==> src/rtl/fetch_unit.sv <==
// Instruction-fetch stage: owns the PC, keeps one request in flight to instruction
// memory and offers the returned word to the IF/ID register, with a one-deep park slot.
module fetch_unit #(
    parameter logic [31:0] RESET_PC = 32'h0000_0000
) (
    input  logic        clk,
    input  logic        rst,
    input  logic        pc_en,
    input  logic        redirect,
    input  logic [31:0] redirect_pc,
    output logic        imem_req,
    output logic [31:0] imem_addr,
    input  logic        imem_ack,
    input  logic [31:0] imem_rdata,
    output logic [31:0] PCplus4Out,
    output logic [31:0] instructionOut,
    output logic        fetch_valid,
    output logic        if_flush
);

    typedef enum logic [1:0] {
        ST_IDLE,
        ST_WAIT,
        ST_HOLD,
        ST_DRAIN
    } state_t;

    state_t      state_reg, state_next;
    logic [31:0] pc_reg, pc_next;
    logic [31:0] req_pc_reg, req_pc_next;
    logic        out_valid_reg, out_valid_next;
    logic [31:0] out_instr_reg, out_instr_next;
    logic [31:0] out_pc4_reg, out_pc4_next;
    logic [31:0] hold_instr_reg, hold_instr_next;
    logic [31:0] hold_pc4_reg, hold_pc4_next;
    logic        consume;

    // The offer slot empties on any edge where IF/ID loads and no redirect flushes it.
    assign consume = out_valid_reg & pc_en & ~redirect;

    always_ff @(posedge clk) begin
        if (rst) begin
            state_reg      <= ST_IDLE;
            pc_reg         <= RESET_PC;
            req_pc_reg     <= RESET_PC;
            out_valid_reg  <= 1'b0;
            out_instr_reg  <= 32'h0;
            out_pc4_reg    <= 32'h0;
            hold_instr_reg <= 32'h0;
            hold_pc4_reg   <= 32'h0;
        end else begin
            state_reg      <= state_next;
            pc_reg         <= pc_next;
            req_pc_reg     <= req_pc_next;
            out_valid_reg  <= out_valid_next;
            out_instr_reg  <= out_instr_next;
            out_pc4_reg    <= out_pc4_next;
            hold_instr_reg <= hold_instr_next;
            hold_pc4_reg   <= hold_pc4_next;
        end
    end

    always_comb begin
        state_next      = state_reg;
        pc_next         = pc_reg;
        req_pc_next     = req_pc_reg;
        out_valid_next  = out_valid_reg;
        out_instr_next  = out_instr_reg;
        out_pc4_next    = out_pc4_reg;
        hold_instr_next = hold_instr_reg;
        hold_pc4_next   = hold_pc4_reg;

        if (consume) begin
            out_valid_next = 1'b0;
        end

        case (state_reg)
            ST_IDLE: begin
                if (!redirect) begin
                    req_pc_next = pc_reg;
                    pc_next     = pc_reg + 32'd4;
                    state_next  = ST_WAIT;
                end
            end
            ST_WAIT: begin
                if (redirect) begin
                    state_next = imem_ack ? ST_IDLE : ST_DRAIN;
                end else if (imem_ack) begin
                    if (!out_valid_reg || consume) begin
                        out_valid_next = 1'b1;
                        out_instr_next = imem_rdata;
                        out_pc4_next   = req_pc_reg + 32'd4;
                        state_next     = ST_IDLE;
                    end else begin
                        hold_instr_next = imem_rdata;
                        hold_pc4_next   = req_pc_reg + 32'd4;
                        state_next      = ST_HOLD;
                    end
                end
            end
            ST_HOLD: begin
                if (redirect) begin
                    state_next = ST_IDLE;
                end else if (consume) begin
                    out_valid_next = 1'b1;
                    out_instr_next = hold_instr_reg;
                    out_pc4_next   = hold_pc4_reg;
                    state_next     = ST_IDLE;
                end
            end
            ST_DRAIN: begin
                // The stale response is swallowed even if a new redirect lands on it.
                if (imem_ack) begin
                    state_next = ST_IDLE;
                end
            end
            default: state_next = ST_IDLE;
        endcase

        if (redirect) begin
            pc_next        = redirect_pc & ~32'h3;
            out_valid_next = 1'b0;
        end
    end

    // A redirect cancels the IDLE request in the same cycle, so imem_req is gated here.
    assign imem_req       = (state_reg == ST_IDLE) & ~redirect & ~rst;
    assign imem_addr      = pc_reg;
    assign fetch_valid    = out_valid_reg & ~rst;
    assign instructionOut = fetch_valid ? out_instr_reg : 32'h0;
    assign PCplus4Out     = rst ? 32'h0 : out_pc4_reg;
    assign if_flush       = redirect & ~rst;

endmodule
==> config.mk <==
export PLATFORM = sky130hd
export DESIGN_NAME = fetch_unit
export DESIGN_NICKNAME = d
export VERILOG_FILES = /design/src/rtl/fetch_unit.sv
export SDC_FILE = /design/constraint.sdc
export NUM_CORES = 1
export LEC_CHECK = 0
export BUFFER_PORTS_ARGS = -buffer_cell sky130_fd_sc_hd__buf_4
export CAP_MARGIN = 20
export CORE_UTILIZATION = 40
export CTS_BUF_LIST = sky130_fd_sc_hd__clkbuf_8
export DETAILED_ROUTE_END_ITERATION = 10
export GPL_ROUTABILITY_DRIVEN = 1
export PLACE_DENSITY = 0.67
export SLEW_MARGIN = 40
export SYNTH_ARGS = -nofsm -noshare
export SYNTH_HDL_FRONTEND = slang
export SYNTH_SLANG_ARGS = --single-unit
export TNS_END_PERCENT = 10
==> constraint.sdc <==
create_clock -name clk -period 2.45 [get_ports clk]
set_clock_uncertainty 0.15 [all_clocks]
set_input_delay 0.245 -clock clk [delete_from_list [all_inputs] [get_ports clk]]
set_output_delay 0.245 -clock clk [all_outputs]
set_load 0.1 [all_outputs]
# Word level (Yosys, flattened, before mapping)
# Index checks and enable logic that the tools add are counted.
# op_classes
n_mux	30
eq_ne	12
add_sub_neg	2
reduce_logical	10
n_bitwise	9
# op_table
operator	count
32-bit two-way mux	14
32-bit one-hot mux with 2 select lines	2
32-bit by 3-bit adder with 32-bit output, second input constant	2
2-bit two-way mux	8
2-bit != test, second input constant	7
2-bit one-hot mux with 4 select lines	1
4-bit AND reduction	2
1-bit bitwise AND	6
3-bit != test, second input constant	2
6-bit AND reduction	1
2-bit == test, second input constant	2
1-bit two-way mux	4
2-bit nonzero test	2
1-bit NOT	3
2-bit by 1-bit == test with 1-bit output, second input constant	1
2-bit logical NOT	1
1-bit one-hot mux with 2 select lines	1
2-bit AND reduction	1
2-bit OR reduction	1
1-bit logical NOT	1
1-bit logical OR	1
# totals
regBits	195
wordCells	72
input_bits	69

# Longest topological paths before layout
# logic_depth
depth_word	7
depth_mapped	10

# Worst setup path before layout
# No wires, ideal clock.
# synth_path
path_type	register to output
start	register out_valid_reg
end	output instructionOut[22]
t_required_ps	2055
stages_incl_launch_ff	4
slack_ps	-468
n_path_buf	1
arrival_ps	2523
path_cell_list	dfxtp_1 nor2b_1 clkbuf_1 and2_1
# synth_between
elab_chain_cells	2
# synth_lines
element	line	text
from (decl)	31	logic out_valid_reg, out_valid_next;
from (signal assigned)	55	out_valid_reg <= out_valid_next;
1-bit bitwise AND	129	assign fetch_valid = out_valid_reg & ~rst;
via fetch_valid	17	output logic fetch_valid,
32-bit two-way mux	130	assign instructionOut = fetch_valid ? out_instr_reg : 32'h0;
to (decl)	16	output logic [31:0] instructionOut,
# The timed path passes the listed nets, and every way through them passes these cells.

# Final worst setup path
# layout_path
start	register state_reg[0]
end	output imem_req
# layout_between
elab_chain_cells	3
# layout_lines
element	line	text
from (decl)	28	state_t state_reg, state_next;
from (signal assigned)	52	state_reg <= state_next;
2-bit logical NOT	127	assign imem_req = (state_reg == ST_IDLE) & ~redirect & ~rst;
1-bit bitwise AND (2 in series)	127	
to (decl)	11	output logic imem_req,
# No other way between the ends.

==> results.md <==
Status:
- The flow ran to the end, and the final reports show no timing, DRC or antenna violations.

Clock tree:
- The number of buffers created by CTS is 17.
- No sink is reached through more buffers than the 2 on the longest clock path.
- The cell sitting at the root of the clock tree is a clkbuf_8.
- The clock net in this run drives a total of 187 sinks.
- The number of setup buffers added after CTS is 0.
- The clock tree from TritonCTS is done.
- The clock-pin slew on the worst setup and hold paths is 90 ps.
- At the later pin of the worst-skew pair, clock insertion delay measures 460 ps.
- The number of levels in the clock H-tree is 4.

Layout:
- The share of final-layout standard cells stronger than drive strength 1 is 18.9%.
- The antenna diode instance count is 0.
- The filler cells instantiated in the layout total 2048.
- Across the whole layout, storage elements account for 3740 sq um.
- The finished layout cell area is 11400 sq um.
- The multi-input logic area is 4690 sq um.
- The area growth from synthesis to layout is 29.4%.
- In the final design database the tool counted 1365 nets.

Synthesis:
- The sequential-to-total area share from yosys stat is 42.6%.
- The fraction of registers with async set/reset is 0%.
- The number of warnings reported in the yosys synthesis log is 0.
- The area of the mapped netlist is 8800 sq um.
- The average cell area after synthesis is 8.05 sq um.
- In the synthesized netlist the dominant register cell turns out to be dfxtp_1.
- Synthesis instantiated 53 different standard cells from the library.
- The count of flip-flops with a built-in enable after synthesis is 0.
- Synthesis produced 1093 cells.
- Counting flops and latches in the post-synthesis netlist gives 187.

Route:
- The number of optimization iterations in the first detailed-route pass is 4.
- In this run, the number of DRC markers left after iteration 0 of detailed routing was 576.
- Across all layers, the routed design uses 8099 vias.
- For this run, design rule violations remaining after detail routing come to 0.
- The detail-routed net length per standard cell is 14.7 microns.
- Wires add up to 23200 microns.
- The count of antenna-violating nets left after detailed routing is 0.
- The ratio of routed vias to standard cells is 5.14.

Global route:
- The number of antenna violations at the first check in global routing was 0.
- Entering global routing, the biggest net connects 55 pins.
- The first-pass GRT wire length is 37400 microns.
- The via count of the first global-routing pass is 7359.
- The total overflow left after global routing is 0.
- For this run, the total global-route usage over all layers was measured as 20.7%.

Placed design:
- The placer congestion estimate is 0.899.
- The minimum setup slack after placement is 229 ps.
- The HPWL after detailed placement is 15600 microns.
- The port buffer count is 161.
- The post-placement cell area is 10400 sq um.

Worst setup path:
- The kind of critical path is register to output port.
- The top fanout value on the critical path is 13.
- STA classifies the critical path startpoint as a register.
- The arrival time at the worst endpoint is 1980 ps.
- The nature of the critical path endpoint is an output port.
- STA puts the critical path data required time at 2060 ps.

STA:
- For the pin with the worst max-slew slack, the measured transition is 668 ps.
- Setup violations remaining at the end of the flow were counted as 0.
- In this run the tightest slew margin relative to its limit is 54.3%.
- The fraction of the cycle the final worst path needs is 97.1%.
- The final setup slack of the worst path is 71.4 ps.
- Subtracting the final worst setup slack from the clock period gives 2380 ps.
- The final max-slew violation count was 0.
- The achievable frequency is 420 MHz.
- The final-report hold violation count is 0.

Pwr:
- The worst-case IR drop observed on VDD is 0.350 mV.
- Summing internal, switching and leakage power gives 6370 uW.
- The total leakage power is 0.00429 uW.
- For this design the ratio of total power to cell area is 560 nW/um^2.

Floorplanning:
- The horizontal die dimension is 150 microns.
- The die is 150 microns tall.
- Row generation in the floorplan step produced 53 rows.
- The initial utilization of the core area, before any placement, comes to 41.3%.
- The full die area is 22600 sq um.
- The I/O pin count is 168.
- The core box area is 21300 sq um.

Worst hold path:
- The tightest min-delay check is of the input pin to register type.

Job:
- The tool flagged a number of max-cap violations equal to 0.
## layer usage
layer,wire [microns],up-vias,global-route usage [%]
li1,-,4179,-
met1,11200,3682,29.4
met2,10500,207,31.4
met3,1000,31,3.42
met4,448,0,7.53
met5,0,-,0
## through the flow
step | instances | TNS (ps) | util, % | hold WS [ps]
final | 1577 | 0 | 53.5 | 34.2
after detailed placement | 1485 | 0 | 48.7 | 296
after floorplan | 1096 | -2490 | - | 228
after global routing | 1577 | -24.3 | 53.5 | 51.3
after CTS | 1577 | 0 | 53.4 | 7.25
after global placement | 1485 | 0 | 48.7 | 291
## power by group
group          switching [uW]  internal [uW]  total, uW
Clock                    1070            907       1980
Sequential               92.7           3150       3240
Combinational             769            387       1160
Total                    1930           4440       6370
## cell usage in the layout (no fill, tap or decap), types with 21 or more instances in the layout
master	count
a211oi_1	53
a21oi_1	110
and2_1	37
buf_4	195
clkbuf_8	21
dfxtp_1	187
dlygate4sd3_1	60
mux2i_1	44
nand2_1	182
nand3_1	24
nand4_1	22
nor2_1	104
nor2b_1	31
o21ai_0	27
xnor2_1	22
xor2_1	24
## cells in the mapped netlist (2+ instances only)
cell type	instances	area share, %
dfxtp_1	187	43
nor2b_1	33	2.3
nor2_1	106	4.5
a311oi_1	2	0.20
nor3b_1	3	0.26
o21ai_0	27	1.5
ha_1	7	1.0
buf_2	7	0.40
and2_1	37	2.6
nor4_1	10	0.71
a311o_1	2	0.23
inv_1	12	0.51
a21oi_1	111	6.3
and4_1	6	0.60
buf_4	7	0.60
buf_1	13	0.55
xor2_1	24	2.4
or4b_1	3	0.34
and3_1	7	0.50
o221ai_1	3	0.30
a31oi_1	6	0.43
nand3_1	24	1.4
mux2i_1	44	5.0
o22ai_1	9	0.64
o211ai_1	6	0.51
a2111oi_0	4	0.40
nand3b_1	2	0.17
nor3_1	19	1.1
a211oi_1	53	4.5
clkbuf_1	60	2.6
nand2b_1	2	0.14
a21o_1	5	0.43
nor4b_1	2	0.20
o31ai_1	5	0.43
xnor2_1	22	2.2
or3_1	3	0.21
or4_1	2	0.17
nand4_1	22	1.6
nand2_1	182	7.8
## timing repair
action / 4_1_cts / 5_1_grt
pin swaps: 0 / 1
resized for setup: 2 / 4
hold buffers: 60 / 0
endpoints found under the setup margin: 1 / 9
endpoints found under the hold margin: 98 / 0
## worst max-delay path, stage by stage (launching register included)
cell	delay, ps
dfxtp_1	330
inv_1	120
ha_1	230
buf_4	250
nand2b_1	140
nor2_4	190
buf_6	250
## area by class of cell
| class | count | area share, % |
|---|---|---|
| timing repair buffer | 262 | 19.1 |
| clock buffer | 21 | 2.54 |
| clock inverter | 11 | 0.835 |
| tap | 275 | 3.02 |
| inverter | 12 | 0.396 |
| multi-input combinational | 809 | 41.2 |
| sequential | 187 | 32.9 |
## final timing paths
| kind | startpoint | endpoint | slack, ps | depth (start not counted) |
|---|---|---|---|---|
| worst max-delay path | state_reg[0] | imem_req | 70 | 6 |
| worst min-delay path | redirect_pc[29] | imem_addr[29] | 30 | 4 |
| worst max register to register | req_pc_reg[7] | out_pc4_reg[10] | 180 | 6 |
| worst min register to register | out_pc4_reg[6] | out_pc4_reg[6] | 300 | 2 |
## cell families after synthesis
kind of cell / synth area share (%)
AND/OR/NAND/NOR: 25.6
AO/OA/AOI/OAI: 16.5
flip-flops: 42.6
buffers and inverters: 4.75
XOR/XNOR: 4.58
multiplexers: 5.01
adder cells (fa/ha/maj): 0.996
other: 0.0426
Power figures use the tool's default switching activity.
